[src/rtl/rf_wr_arbiter.sv]
// rf_wr_arbiter: round-robin arbiter sharing one register-file write port
module rf_wr_arbiter #(
  parameter int NUM_REQ   = 4,
  parameter int NUM_BITS  = 32,
  parameter int ADDR_BITS = 4
) (
  input  logic                           clk,
  input  logic                           rst_n,
  input  logic [NUM_REQ-1:0]             req,
  input  logic [NUM_REQ*ADDR_BITS-1:0]   addr,
  input  logic [NUM_REQ*NUM_BITS-1:0]    data,
  input  logic                           stall,
  output logic [NUM_REQ-1:0]             gnt,
  output logic                           we,
  output logic [ADDR_BITS-1:0]           waddr,
  output logic [NUM_BITS-1:0]            wdata,
  output logic                           multi
);
  localparam int PW = $clog2(NUM_REQ);
  logic [ADDR_BITS-1:0]   a_arr [NUM_REQ];
  logic [NUM_BITS-1:0]    d_arr [NUM_REQ];
  logic [PW-1:0]          ptr, off, win, nxt_ptr;
  logic [PW:0]            sum, diff;
  logic [NUM_REQ-1:0]     elig, rot;
  logic [2*NUM_REQ-1:0]   dbl;
  logic                   found;
  genvar g;
  generate
    for (g = 0; g < NUM_REQ; g++) begin : g_unpack
      assign a_arr[g] = addr[g*ADDR_BITS +: ADDR_BITS];
      assign d_arr[g] = data[g*NUM_BITS +: NUM_BITS];
    end
  endgenerate
  // rotate eligibility so the pointer sits at bit 0, pick the lowest set bit, rotate back
  always_comb begin
    elig = req & ~gnt;
    dbl = {elig, elig} >> ptr;
    rot = dbl[NUM_REQ-1:0];
    found = |elig;
    off = '0;
    for (int k = NUM_REQ - 1; k >= 0; k--)
      if (rot[k]) off = PW'(k);
    sum = {1'b0, ptr} + {1'b0, off};
    diff = sum - (PW+1)'(NUM_REQ);
    win = (sum >= (PW+1)'(NUM_REQ)) ? diff[PW-1:0] : sum[PW-1:0];
    nxt_ptr = (win == PW'(NUM_REQ - 1)) ? '0 : win + 1'b1;
  end
  // registered grant, write strobe and payload; stall freezes arbitration
  always_ff @(posedge clk or negedge rst_n) begin
    if (!rst_n) begin
      gnt   <= '0;
      we    <= 1'b0;
      waddr <= '0;
      wdata <= '0;
      multi <= 1'b0;
      ptr   <= '0;
    end else if (stall) begin
      gnt   <= '0;
      we    <= 1'b0;
      multi <= 1'b0;
    end else begin
      gnt   <= found ? ({{(NUM_REQ-1){1'b0}}, 1'b1} << win) : '0;
      we    <= found;
      multi <= $countones(elig) > 1;
      if (found) begin
        waddr <= a_arr[win];
        wdata <= d_arr[win];
        ptr   <= nxt_ptr;
      end
    end
  end
endmodule

[config.mk]
export PLATFORM = sky130hd
export DESIGN_NAME = rf_wr_arbiter
export DESIGN_NICKNAME = d
export VERILOG_FILES = /design/src/rtl/rf_wr_arbiter.sv
export SDC_FILE = /design/constraint.sdc
export NUM_CORES = 1
export LEC_CHECK = 0
export ABC_AREA = 1
export BUFFER_PORTS_ARGS = -buffer_cell sky130_fd_sc_hd__buf_4
export CAP_MARGIN = 20
export CORE_MARGIN = 3
export CORE_UTILIZATION = 47
export CTS_CLUSTER_SIZE = 12
export DETAILED_ROUTE_END_ITERATION = 6
export PLACE_DENSITY_LB_ADDON = 0.15
export SLEW_MARGIN = 20
export SYNTH_ARGS = -nofsm -noshare
export SYNTH_HDL_FRONTEND = slang
export SYNTH_SLANG_ARGS = --single-unit
[constraint.sdc]
create_clock -name clk -period 6.05 [get_ports clk]
set_input_delay 0.605 -clock clk [delete_from_list [all_inputs] [get_ports clk]]
set_output_delay 0.605 -clock clk [all_outputs]
set_load 0.005 [all_outputs]
==> flow_metrics.py <==
metrics = {
    "run_status": {
        "run_status": "completed",
    },
    "cts": {
        "quantity_of_hold_fixing_buffers_added_after_cts": 0,
        "clock_transition_at_the_register_clock_pins_on_the_worst_setup_and_hold_paths_after_cts_ns": 0.08,
        "postCtsSetupRepairBufs": 0,
        "clock_tree_from_tritoncts": "built",
        "tritoncts_num_sinks": 44,
        "cts-root-to-sink-buffers": 2,
        "worst_skew_pair.late_latency_ns": 0.28,
        "cts_resizes": 0,
        "htree_num_levels": 2,
        "clock_tree.root_cell": "sky130_fd_sc_hd__clkbuf_8",
        "tritoncts.num_buffers": 5,
    },
    "logic_synthesis": {
        "cell_taking_the_most_area_after_synthesis": "sky130_fd_sc_hd__dfrtp_1",
        "postSynth.topFlopCell": "sky130_fd_sc_hd__dfrtp_1",
        "synthTopCellsByCount": "sky130_fd_sc_hd__nand2_1 (120), sky130_fd_sc_hd__nand3_1 (92), sky130_fd_sc_hd__mux2i_1 (72), sky130_fd_sc_hd__dfrtp_1 (44), sky130_fd_sc_hd__clkbuf_1 (9)",
        "synth_edf_count": 0,
        "syn_avg_cell_area_um2": 8.05,
        "ys_async_sr_fraction": 1.00,
        "postSynthNetCount": 544,
        "netlist_area_mm2": 0.00312,
        "postSynthCellCount": 388,
        "synth.ff_latch_count": 44,
        "synth_cell_types": 23,
        "synth_top_area_share": 0.353,
        "sequential_area_share_after_synthesis": 0.353,
        "synth.most_common_cell": "sky130_fd_sc_hd__nand2_1",
        "yosysWarningCount": 0,
        "synth.top_cells.by_area": "sky130_fd_sc_hd__dfrtp_1 (35%), sky130_fd_sc_hd__mux2i_1 (23%), sky130_fd_sc_hd__nand3_1 (15%)",
    },
    "route": {
        "postRouteWirelength_um": 9160,
        "drc": 0,
        "post_drt_wl_per_cell_um": 14.3,
        "drt_first_pass_iters": 4,
        "ant_nets": 0,
        "dr_total_vias": 3311,
        "drt_via_density": 5.17,
        "first_iter_violations": 145,
    },
    "power_and_ir_drop": {
        "clock_power_share": 0.060,
        "total_leakage_power_nw": 2.59,
        "pwr_density_cell_mw_per_mm2": 609,
        "largest_voltage_drop_on_the_vdd_net_mv": 0.584,
        "pwr-share-seq": 0.187,
        "total_chip_power_w": 0.00283,
        "power_switching_share": 0.471,
        "power.internal_w": 0.00150,
        "net-switching-power_w": 0.00133,
        "pwr-share-comb": 0.753,
    },
    "global_route": {
        "global_route.usage.total": 0.241,
        "grt_antenna_before_repair": 0,
        "via_count_of_the_first_global_routing_pass": 3291,
        "grt_start_max_net_pins": 75,
        "global_route.overflow_total": 0,
        "wire_length_of_the_first_global_routing_pass_um": 14800,
    },
    "worst_setup_path": {
        "source_of_the_worst_register_to_register_timing_path": "ptr[0]",
        "worstSetupEndpointType": "register",
        "regToRegSetupSlack_ns": 2.75,
        "path_delay_family": "simple AND/OR/NAND/NOR gates",
        "worst-setup-path-type": "reg2reg",
        "cp_bufs_invs": 2,
        "start_kind": "register",
        "critical-path-top-cell-by-count": "sky130_fd_sc_hd__nand3_1",
        "crit_fanout": 40,
        "rr_worst_depth": 14,
        "critical_path.slowest_cell": "sky130_fd_sc_hd__dfrtp_1",
        "critical_path.max_stage_delay_ns": 0.54,
        "crit-reg2reg-capture": "ptr[1]",
        "worst-path-stages": 14,
        "cp_data_arrival_time_ns": 3.48,
        "timing.critical_path.cells": "inv_2 > nand3_1 > nand3_1 > nand2_1 > nand3_1 > a21boi_0 > ha_4 > xor2_2 > inv_2 > nand3_4 > nand2_4 > ha_1 > nand2_1 > o21ai_0",
        "crit_required_ns": 6.22,
    },
    "sta": {
        "min_period_over_period": 0.546,
        "slew_headroom": 0.568,
        "unrepaired_setup_endpoints_after_global_routing": "no",
        "setup_tns_ns": 0,
        "final_report_hold_violation_count": 0,
        "report.final.setup_viol": 0,
        "clock-skew-final_ns": 0.00233,
        "final.min_clock_period_ns": 3.30,
        "transition_time_of_the_tightest_slew_check_pin_ns": 0.644,
        "report.final.slew_viol_count": 0,
        "max_freq_mhz": 303,
    },
    "floorplan": {
        "floorplan.initialDensity": 0.489,
        "dieArea_mm2": 0.00766,
        "core_area_mm2": 0.00639,
        "fp-row-count": 29,
        "chipHeight_um": 87.5,
        "num_io_pins": 193,
        "die-width_um": 87.5,
    },
    "min_path": {
        "worstHoldPathType": "in2async",
    },
    "finish": {
        "fin_nets": 720,
        "final_cell_count_no_fill": 641,
        "final_layout_size_suffix_gt1_frac": 0.378,
        "areaGrowthSynthToFinish_pct": 49.1,
        "final_util": 0.729,
        "insertedDiodeCount": 0,
    },
    "flow_run": {
        "cap_viol_max_count": 0,
    },
    "place": {
        "placedCellCount": 633,
        "numPortBuffers": 192,
        "place_hpwl_um": 6960,
        "gpl.final_weighted_congestion": 0.798,
    },
}
## worst max path at each step
stage / start / endpoint / slack [ns]
after global placement: req[1] / ptr[1] / 2.77
final: ptr[0] / ptr[1] / 2.75
after detailed placement: req[1] / ptr[1] / 2.67
after global routing: ptr[0] / ptr[1] / 2.44
after CTS: ptr[0] / ptr[1] / 2.76
after floorplan: req[1] / ptr[1] / 3.56
## sequential cells by signal, summed over array words and instances, names as in the netlist
name and cells:
gnt 4, we 1, multi 1, ptr 2
waddr 4, wdata 32
## power by group through the flow
| stage | combinational (W) | sequential (W) | clock [W] |
|---|---|---|---|
| 2_1_floorplan | 0.00164 | 0.000533 | 0 |
| 3_3_place_gp | 0.00206 | 0.000528 | 0 |
| 3_5_place_dp | 0.00212 | 0.000530 | 0 |
| 4_1_cts | 0.00213 | 0.000529 | 0.000176 |
| 5_1_grt | 0.00238 | 0.000547 | 0.000188 |
| 6_report | 0.00213 | 0.000530 | 0.000171 |
## layout make-up
class                      count  area (um2)
fill                         543        1730
clock buffer                   6        72.6
tap                           77        96.3
sequential                    44        1100
timing repair buffer         195        1500
clock inverter                 1        5.00
inverter                      13        48.8
multi-input combinational    305        1830
## worst register-to-register path, cell delays in order (launching register included)
cell and delay, ns:
sky130_fd_sc_hd__dfrtp_1 0.54, sky130_fd_sc_hd__inv_2 0.11, sky130_fd_sc_hd__nand3_1 0.11, sky130_fd_sc_hd__nand3_1 0.11, sky130_fd_sc_hd__nand2_1 0.13, sky130_fd_sc_hd__nand3_1 0.07
sky130_fd_sc_hd__a21boi_0 0.40, sky130_fd_sc_hd__ha_4 0.21, sky130_fd_sc_hd__xor2_2 0.22, sky130_fd_sc_hd__inv_2 0.07, sky130_fd_sc_hd__nand3_4 0.35, sky130_fd_sc_hd__nand2_4 0.36
sky130_fd_sc_hd__ha_1 0.39, sky130_fd_sc_hd__nand2_1 0.06, sky130_fd_sc_hd__o21ai_0 0.06
## per-layer routing
metal | global-route usage | wire length, um | vias up
met5 | 0 | 0 | -
met4 | 0.0865 | 193 | 0
met3 | 0.0719 | 776 | 18
met2 | 0.425 | 4870 | 137
met1 | 0.276 | 3320 | 1501
li1 | - | - | 1655
## placed cells by master, fill, tap and decap left out, drive strengths merged, types with 2 or more instances in the layout
master  instances
buf           195
clkbuf          6
clkinv          2
dfrtp          44
ha              5
inv            12
mux2i          72
nand2         124
nand3          93
nor2            4
o21ai           2
## kinds of logic after synthesis
family                     Yosys count  share of synthesized area
xor gates and xnor gates             1                    0.00521
buffers and inverters               39                     0.0657
adders and majority gates            5                     0.0200
AOI/OAI and AO/OA                    4                    0.00721
muxes                               72                      0.231
and+or+nand+nor                    223                      0.319
DFF                                 44                      0.353
## metrics by stage
stage	instance area, um2	worst slack, ns	hold slack (ns)
floorplan	3120	3.56	0.309
finish	4660	2.75	0.294
CTS	4630	2.76	0.310
detailed placement	4550	2.67	0.467
global route	4660	2.44	0.322
global placement	4520	2.77	0.464
No activity file was read; power rests on OpenSTA's default activity.
